## src/rtl/burst_enable_gen_pkg.sv

```systemverilog
// rtl/burst_enable_gen_pkg.sv - shared types and default widths for burst_enable_gen
//
// Contents:
//   PRESCALE_WIDTH_DEF - default width of the prescale field and divider
//   BURST_WIDTH_DEF    - default width of burst_len and pulse_cnt
//   burst_state_t      - burst FSM state encoding (IDLE, RUN, DONE)

package burst_enable_gen_pkg;

    localparam int PRESCALE_WIDTH_DEF = 8;
    localparam int BURST_WIDTH_DEF    = 8;

    typedef enum logic [1:0] {
        IDLE = 2'd0,
        RUN  = 2'd1,
        DONE = 2'd2
    } burst_state_t;

endpackage : burst_enable_gen_pkg

```

## src/rtl/burst_enable_gen_presc_div.sv

```systemverilog
// rtl/burst_enable_gen_presc_div.sv - loadable prescale down-counter with zero flag and reload
//
// Module presc_div
// Parameters:
//   WIDTH        - divider width
// Ports:
//   clk          in   clock, rising edge
//   reset_n      in   asynchronous active-low reset, divider clears to 0
//   load         in   load load_value (takes priority over run)
//   load_value   in   value loaded on load
//   run          in   count: decrement, or reload from reload_value when at zero
//   reload_value in   value reloaded when the divider expires while running
//   zero         out  divider currently equals zero (register decode only)

module presc_div #(
    parameter int WIDTH = 8
) (
    input  logic             clk,
    input  logic             reset_n,
    input  logic             load,
    input  logic [WIDTH-1:0] load_value,
    input  logic             run,
    input  logic [WIDTH-1:0] reload_value,
    output logic             zero
);

    logic [WIDTH-1:0] div_q;

    always_ff @(posedge clk or negedge reset_n) begin
        if (!reset_n) begin
            div_q <= '0;
        end else if (load) begin
            div_q <= load_value;
        end else if (run) begin
            if (div_q == '0) begin
                div_q <= reload_value;
            end else begin
                div_q <= div_q - {{(WIDTH-1){1'b0}}, 1'b1};
            end
        end
    end

    assign zero = (div_q == '0);

endmodule : presc_div

```

## src/rtl/burst_enable_gen.sv

```systemverilog
// rtl/burst_enable_gen.sv - programmable enable-strobe burst generator for a downstream counter
//
// Optional feature macro: BURST_ENABLE_GEN_ROLLOVER_STOP_EN
//   When defined, the rollover_in port exists and a sampled rollover in RUN
//   ends the burst through DONE, just like reaching burst_len.
//
// Parameters:
//   PRESCALE_WIDTH - width of prescale and the internal divider
//   BURST_WIDTH    - width of burst_len and pulse_cnt
// Ports:
//   clk          in   clock, rising edge
//   reset_n      in   asynchronous active-low reset
//   start        in   burst request, sampled only in IDLE
//   abort        in   cancels a running burst (no done)
//   prescale     in   pulse period minus one, latched on accepted start
//   burst_len    in   pulses per burst, 0 = continuous, latched on accepted start
//   rollover_in  in   downstream counter rollover (macro builds only)
//   enable       out  single-cycle strobe to the downstream counter
//   busy         out  high while in RUN
//   done         out  one-cycle pulse at burst completion
//   pulse_cnt    out  pulses issued in the current or last burst

module burst_enable_gen
    import burst_enable_gen_pkg::*;
#(
    parameter int PRESCALE_WIDTH = PRESCALE_WIDTH_DEF,
    parameter int BURST_WIDTH    = BURST_WIDTH_DEF
) (
    input  logic                      clk,
    input  logic                      reset_n,
    input  logic                      start,
    input  logic                      abort,
    input  logic [PRESCALE_WIDTH-1:0] prescale,
    input  logic [BURST_WIDTH-1:0]    burst_len,
`ifdef BURST_ENABLE_GEN_ROLLOVER_STOP_EN
    input  logic                      rollover_in,
`endif
    output logic                      enable,
    output logic                      busy,
    output logic                      done,
    output logic [BURST_WIDTH-1:0]    pulse_cnt
);

    burst_state_t state_q;
    burst_state_t state_d;

    logic [PRESCALE_WIDTH-1:0] prescale_q;
    logic [BURST_WIDTH-1:0]    burst_len_q;
    logic [BURST_WIDTH-1:0]    pulse_cnt_q;
    logic [BURST_WIDTH-1:0]    cnt_inc;

    logic accept;
    logic in_run;
    logic div_zero;
    logic last_pulse;
    logic stop_req;

    // A start is accepted only in IDLE and only when abort is not asserted
    // in the same cycle.
    assign accept  = (state_q == IDLE) && start && !abort;
    assign in_run  = (state_q == RUN);
    assign cnt_inc = pulse_cnt_q + {{(BURST_WIDTH-1){1'b0}}, 1'b1};

    presc_div #(
        .WIDTH (PRESCALE_WIDTH)
    ) u_presc_div (
        .clk          (clk),
        .reset_n      (reset_n),
        .load         (accept),
        .load_value   (prescale),
        .run          (in_run),
        .reload_value (prescale_q),
        .zero         (div_zero)
    );

    // The strobe is a pure decode of registered state so the downstream
    // counter never sees a combinational path from our inputs.
    assign enable = in_run && div_zero;

    // Finite burst completes on the pulse that brings the count up to the
    // latched length; a zero length never matches and runs until stopped.
    assign last_pulse = enable && (burst_len_q != '0) && (cnt_inc == burst_len_q);

`ifdef BURST_ENABLE_GEN_ROLLOVER_STOP_EN
    assign stop_req = last_pulse || rollover_in;
`else
    assign stop_req = last_pulse;
`endif

    always_ff @(posedge clk or negedge reset_n) begin
        if (!reset_n) begin
            state_q <= IDLE;
        end else begin
            state_q <= state_d;
        end
    end

    always_comb begin
        state_d = state_q;
        busy    = 1'b0;
        done    = 1'b0;
        unique case (state_q)
            IDLE: begin
                if (accept) begin
                    state_d = RUN;
                end
            end
            RUN: begin
                busy = 1'b1;
                // abort outranks every completion condition in the same cycle
                if (abort) begin
                    state_d = IDLE;
                end else if (stop_req) begin
                    state_d = DONE;
                end
            end
            DONE: begin
                done    = 1'b1;
                state_d = IDLE;
            end
            default: begin
                state_d = IDLE;
            end
        endcase
    end

    always_ff @(posedge clk or negedge reset_n) begin
        if (!reset_n) begin
            prescale_q  <= '0;
            burst_len_q <= '0;
        end else if (accept) begin
            prescale_q  <= prescale;
            burst_len_q <= burst_len;
        end
    end

    // An enable that is high in the abort cycle has already been seen by the
    // downstream counter, so it is still counted here.
    always_ff @(posedge clk or negedge reset_n) begin
        if (!reset_n) begin
            pulse_cnt_q <= '0;
        end else if (accept) begin
            pulse_cnt_q <= '0;
        end else if (enable) begin
            pulse_cnt_q <= cnt_inc;
        end
    end

    assign pulse_cnt = pulse_cnt_q;

endmodule : burst_enable_gen

```

## config.mk

```make
export PLATFORM = sky130hd
export DESIGN_NAME = burst_enable_gen
export DESIGN_NICKNAME = d
export VERILOG_FILES = /design/src/rtl/burst_enable_gen_pkg.sv /design/src/rtl/burst_enable_gen_presc_div.sv /design/src/rtl/burst_enable_gen.sv
export SDC_FILE = /design/constraint.sdc
export NUM_CORES = 1
export LEC_CHECK = 0
export BUFFER_PORTS_ARGS = -buffer_cell sky130_fd_sc_hd__buf_2
export CORE_ASPECT_RATIO = 0.5
export CORE_UTILIZATION = 50
export CTS_CLUSTER_DIAMETER = 30
export DETAILED_ROUTE_END_ITERATION = 7
export PLACE_DENSITY = 0.72
export SLEW_MARGIN = 15
export SYNTH_ARGS = -nofsm -noshare
export SYNTH_HDL_FRONTEND = slang
export SYNTH_SLANG_ARGS = --single-unit
```

## constraint.sdc

```tcl
create_clock -name clk -period 2.9 [get_ports clk]
set_input_delay 0.435 -clock clk [delete_from_list [all_inputs] [get_ports clk]]
set_output_delay 0.435 -clock clk [all_outputs]
set_load 0.02 [all_outputs]
```

# == Yosys cells after proc, flatten, opt, wreduce, memory -nomap -nowiden ==
# Index checks and enable logic that the tools add are counted.
# word_totals
memories,0
out_inout_bits,11
latch_bits,0
input_bits,20
mem_bits_rw,0
register_bits,34
rom_bits,0
wordCells,35
# classes
n_lt_le_gt_ge,0
reduce_logical,12
div_mod_pow,0
shift,0
n_eq_ne,5
addsub,2
muxes,11
mul,0
n_bitwise,0
# op_table
op,n
$mux 8,5
$add 8x1->8 const B,1
$eq 8x8->1,1
$logic_not 8->1,1
$reduce_bool 8->1,1
$sub 8x1->8 const B,1
$mux 2,3
$logic_and 1x1->1,5
$pmux 2 s2,1
$reduce_bool 2->1,2
$ne 3x2->1 const B,1
$eq 2x1->1 const B,1
$eq 2x2->1 const B,1
$logic_not 2->1,1
$mux 1,2
$ne 2x2->1 const B,1
$reduce_and 2->1,1
$logic_not 1->1,1

# == Depth between registers and ports, before layout ==
# logic_depth
ltp_word,7
depth_mapped,8
mapped_depth_nobuf,8

# == Hierarchy ==
# A second synthesis with hierarchy kept.
# hier_totals
cells_unflattened,195
hier_area_um2,1951.9
# modules_own_cells
mod,n_inst,area_each_um2,cells_per_inst,seq_area_each_um2
burst_enable_gen,1,1350.0,124,650.6
presc_div,1,601.8,71,200.2

# == Least setup slack after synthesis ==
# OpenSTA, ideal clock, no wires.
# synth_timing
path_kind,flip-flop to flip-flop
from,register u_presc_div.div_q[0]
to,"register pulse_cnt_q[6], in the netlist pulse_cnt[6]"
slack_ns,0.796
stages_incl_launch_ff,9
path_buffers,0
setup_time_ns,0.137
arrival_ns,1.968
required_time_ns,2.763
synth_period_minus_slack_ns,2.104
path_cell_list,dfrtp_1 -> inv_1 -> ha_1 -> or3b_2 -> or3_4 -> inv_2 -> nor2_2 -> o21ai_1 -> o41ai_2
# synth_between
elab_chain_cells,3
# synth_lines
item,line_no,text
"start, declared",burst_enable_gen_presc_div.sv:27,logic [WIDTH-1:0] div_q;
"start signal, assigned",burst_enable_gen_presc_div.sv:33,div_q <= load_value;
"start signal, assigned",burst_enable_gen_presc_div.sv:36,div_q <= reload_value;
"start signal, assigned",burst_enable_gen_presc_div.sv:38,"div_q <= div_q - {{(WIDTH-1){1'b0}}, 1'b1};"
$logic_not 8->1,burst_enable_gen_presc_div.sv:43,assign zero = (div_q == '0);
$logic_and 1x1->1,burst_enable_gen.sv:78,assign enable = in_run && div_zero;
net enable,burst_enable_gen.sv:38,"output logic enable,"
$reduce_bool 2->1 (no source line),--,
"end signal, assigned",burst_enable_gen.sv:145,pulse_cnt_q <= cnt_inc;
"end, declared",burst_enable_gen.sv:49,logic [BURST_WIDTH-1:0] pulse_cnt_q;
# The timed path passes the listed nets, and every way through them passes these cells.
# A chain may end at the register's enable or synchronous reset.

# == Final worst setup path ==
# layout_timing
from,register u_presc_div.div_q[0]
to,output port enable
# layout_between
elab_chain_cells,2
# layout_lines
item,line_no
$logic_not 8->1,burst_enable_gen_presc_div.sv:43
$logic_and 1x1->1,burst_enable_gen.sv:78
"end, declared",burst_enable_gen.sv:38
# Every way passes these cells.

==> summary.md <==
| Metric | Value |
|---|---|
| Run status | complete, no violations |
| Worst Clk Skew | 7.78 ps |
| Initial antenna violation count | 0 |
| Top cells by count, synth | 59 x nand2_1, 34 x dfrtp_1, 14 x o21ai_0 |
| Clk buf depth | 2 |
| Min Tclk post-route | 2700 ps |
| Syn_area_per_cell | 8.55 um2 |
| Die area | 0.00403 mm2 |
| Crit path cell chain | inv_1 -> ha_1 -> or3b_2 -> or3_4 -> inv_2 -> buf_2 |
| Die span in x | 88.7 um |
| VDD IR-drop max | 0.398 mV |
| Row count | 15 |
| Type of the tightest min-delay check | primary input to async pin |
| Global route overflow | 0 |
| Setup violations, final | 0 |
| Wire per inst | 13.4 um |
| Buffers on Ports | 30 |
| Final hold slack | 207 ps |
| IO Pins | 31 |
| Post-layout util | 61.9% |
| Seq/Total Area, Yosys | 45.2% |
| Setup TNS | 0 ps |
| RSZ-0062 raised after global routing | false |
| Fin. max-slew vios | 0 |
| Critical path buffers and inverters | 3 |
| CTS tree | built |
| Antenna fix cells | 0 |
| Core area | 0.00351 mm2 |
| Synth Register Bits | 34 |
| CTS Hold Bufs | 0 |
| Post-cts sizing count | 0 |
| Fin cells | 302 |
| Max-cap violations | 0 |
| Max Fclk | 0.370 GHz |
| Startpoint types | flop |
| Slew @ Worst Pin | 787 ps |
| P_leak | 1.06 nW |
| CTS Root Cell | clkbuf_8 |
| TritonCTS Buffers | 5 |
| Vias per cell | 5.48 |
| DRT Pass-1 Iters | 4 |
| Maximum number of pins on one net before global-route repair | 35 |
| GRT Overall Usage | 23.8% |
| RD Place Congestion | 0.816 |
| Die height | 45.4 um |
| Critical path peak fanout | 11 |
| WP data arrival | 2270 ps |
| Post-synth ARST share | 100% |
| Final WL | 4.03 mm |
| Synth area leader | dfrtp_1 |
| Setup CP Type | flop to primary output |
| Sink Count | 34 |
| Post-Syn Area | 0.00188 mm2 |
| Worst setup EP type | primary output |
| Most common cell in the netlist | nand2_1 |
| Cells after Synth | 220 |
| Initial Util | 53.6% |
| Multi-input gate area | 962 um2 |
| H-tree depth | 2 |
| Share of layout cells above drive strength 1 | 20.3% |
| Vias in the first global route | 1539 |
| Data required, critical path | 2470 ps |
| DRT iter0 DRCs | 67 |
| Clk_lat worst skew | 290 ps |
| Register area | 851 um2 |
| Post-synth EDFFs | 0 |
| Placed cells | 294 |
| Cell variety after synth | 50 |
| DP Wirelength | 2.87 mm |
| Worst-path clk slew | 70 ps |
| Slew headroom | 47.3% |
| Area share of the largest cell type after synthesis | 45.2% |
| Top_reg_cell synth | dfrtp_1 |
| Syn-to-layout area delta | 15.4% |
| CP top delay family | simple AND/OR/NAND/NOR gates |
| Top cells by area, synth | dfrtp_1 45%, nand2_1 12%, o21ai_0 3.7%, xnor2_1 3.7%, nand3_1 2.7% |
| Fillcell total | 330 |
| CP max stage cell | or3b_2 |
| Syn_nets | 243 |
| # DRC | 0 |
| Final nets | 273 |
| Final hold violations | 0 |
| Vias | 1655 |
| ANT nets after route | 0 |
| Synth Warn # | 0 |
| Post-CTS Repair Setup Buffers | 0 |
| Tcrit/Tclk final | 93.2% |
| Pwr per Cell Area | 682 mW/mm2 |
| First-pass GRT wire length | 7.06 mm |
| Max incr delay on CP | 520 ps |
-- where the power goes --
part / internal (mW) / switching, mW
Sequential: 0.575 / 0.115
Combinational: 0.188 / 0.233
Clock: 0.191 / 0.180
Total: 0.954 / 0.528
-- layout by cell type (no fill, tap or decap), types with 2 or more instances in the layout --
cell type	n
ha_1	3
nor2_1	10
o21ai_0	14
nand4_1	3
or2_2	2
xnor2_1	8
nand2_1	59
a21o_1	3
o211ai_1	2
nor3_1	4
o31ai_1	2
nor4_1	3
buf_4	2
buf_2	30
nand3_1	10
nand2b_1	2
o21ai_1	2
clkbuf_8	6
dfrtp_1	34
xor2_1	3
o311ai_0	2
o22ai_1	3
a21oi_1	9
inv_1	7
-- routing by layer --
metal	wire (um)	GRT usage [%]
met5	0	0
met4	67	9.35
met1	1990	30.7
met3	176	6.58
met2	1800	38.6
-- worst reg2reg max path, delay by kind of cell (launching register included) --
kind                       cells  cell delay, ps
AOI/OAI and AO/OA              2             290
adders and majority gates      1             170
buffers and inverters          2             250
DFF                            1             390
and+or+nand+nor                3            1080
-- path summary, 6_finish.rpt --
kind	cells after the start	endpoint	from	slack (ps)
hold / removal	1	pulse_cnt[5]$_DFFE_PN0P_	reset_n	210
min in group clk	3	burst_len_q[1]$_DFFE_PN0P_	burst_len[1]	320
setup reg to reg	8	pulse_cnt[6]$_DFFE_PN0P_	u_presc_div.div_q[0]$_DFFE_PN0P_	600
setup / recovery	6	enable	u_presc_div.div_q[0]$_DFFE_PN0P_	200
max in group asynchronous	1	u_presc_div.div_q[3]$_DFFE_PN0P_	reset_n	2200
hold reg to reg	2	prescale_q[1]$_DFFE_PN0P_	prescale_q[1]$_DFFE_PN0P_	480
-- registers in the layout (all words and copies together) (netlist names) --
| signal | flops |
|---|---|
| u_presc_div.div_q | 8 |
| prescale_q | 8 |
| burst_len_q | 8 |
| pulse_cnt | 8 |
| state_q | 2 |
-- stage by stage --
step / power [mW] / instance area, um2 / setup WS (ps)
after floorplan: 0.991 / 1880 / 796
after global placement: 1.09 / 2080 / 568
after detailed placement: 1.12 / 2080 / 522
after CTS: 1.49 / 2170 / 198
after global routing: 1.59 / 2170 / 84.0
final: 1.48 / 2170 / 196
-- area by class of cell --
| class | instances | area share [%] |
|---|---|---|
| Multi-Input combinational cell | 168 | 44.3 |
| Sequential cell | 34 | 39.2 |
| Timing Repair Buffer | 32 | 7.61 |
| Clock buffer | 6 | 3.80 |
| Tap cell | 51 | 2.94 |
| Inverter | 9 | 1.56 |
| Clock inverter | 2 | 0.576 |
-- logic make-up after synthesis --
| group | after synthesis | synth area share [%] |
|---|---|---|
| xor+xnor | 11 | 5.12 |
| simple gates | 107 | 27.3 |
| compound gates | 47 | 16.3 |
| fa+ha+maj | 3 | 2.00 |
| flops | 34 | 45.2 |
| buf+inv | 18 | 4.06 |
Power figures use the tool's default switching activity.
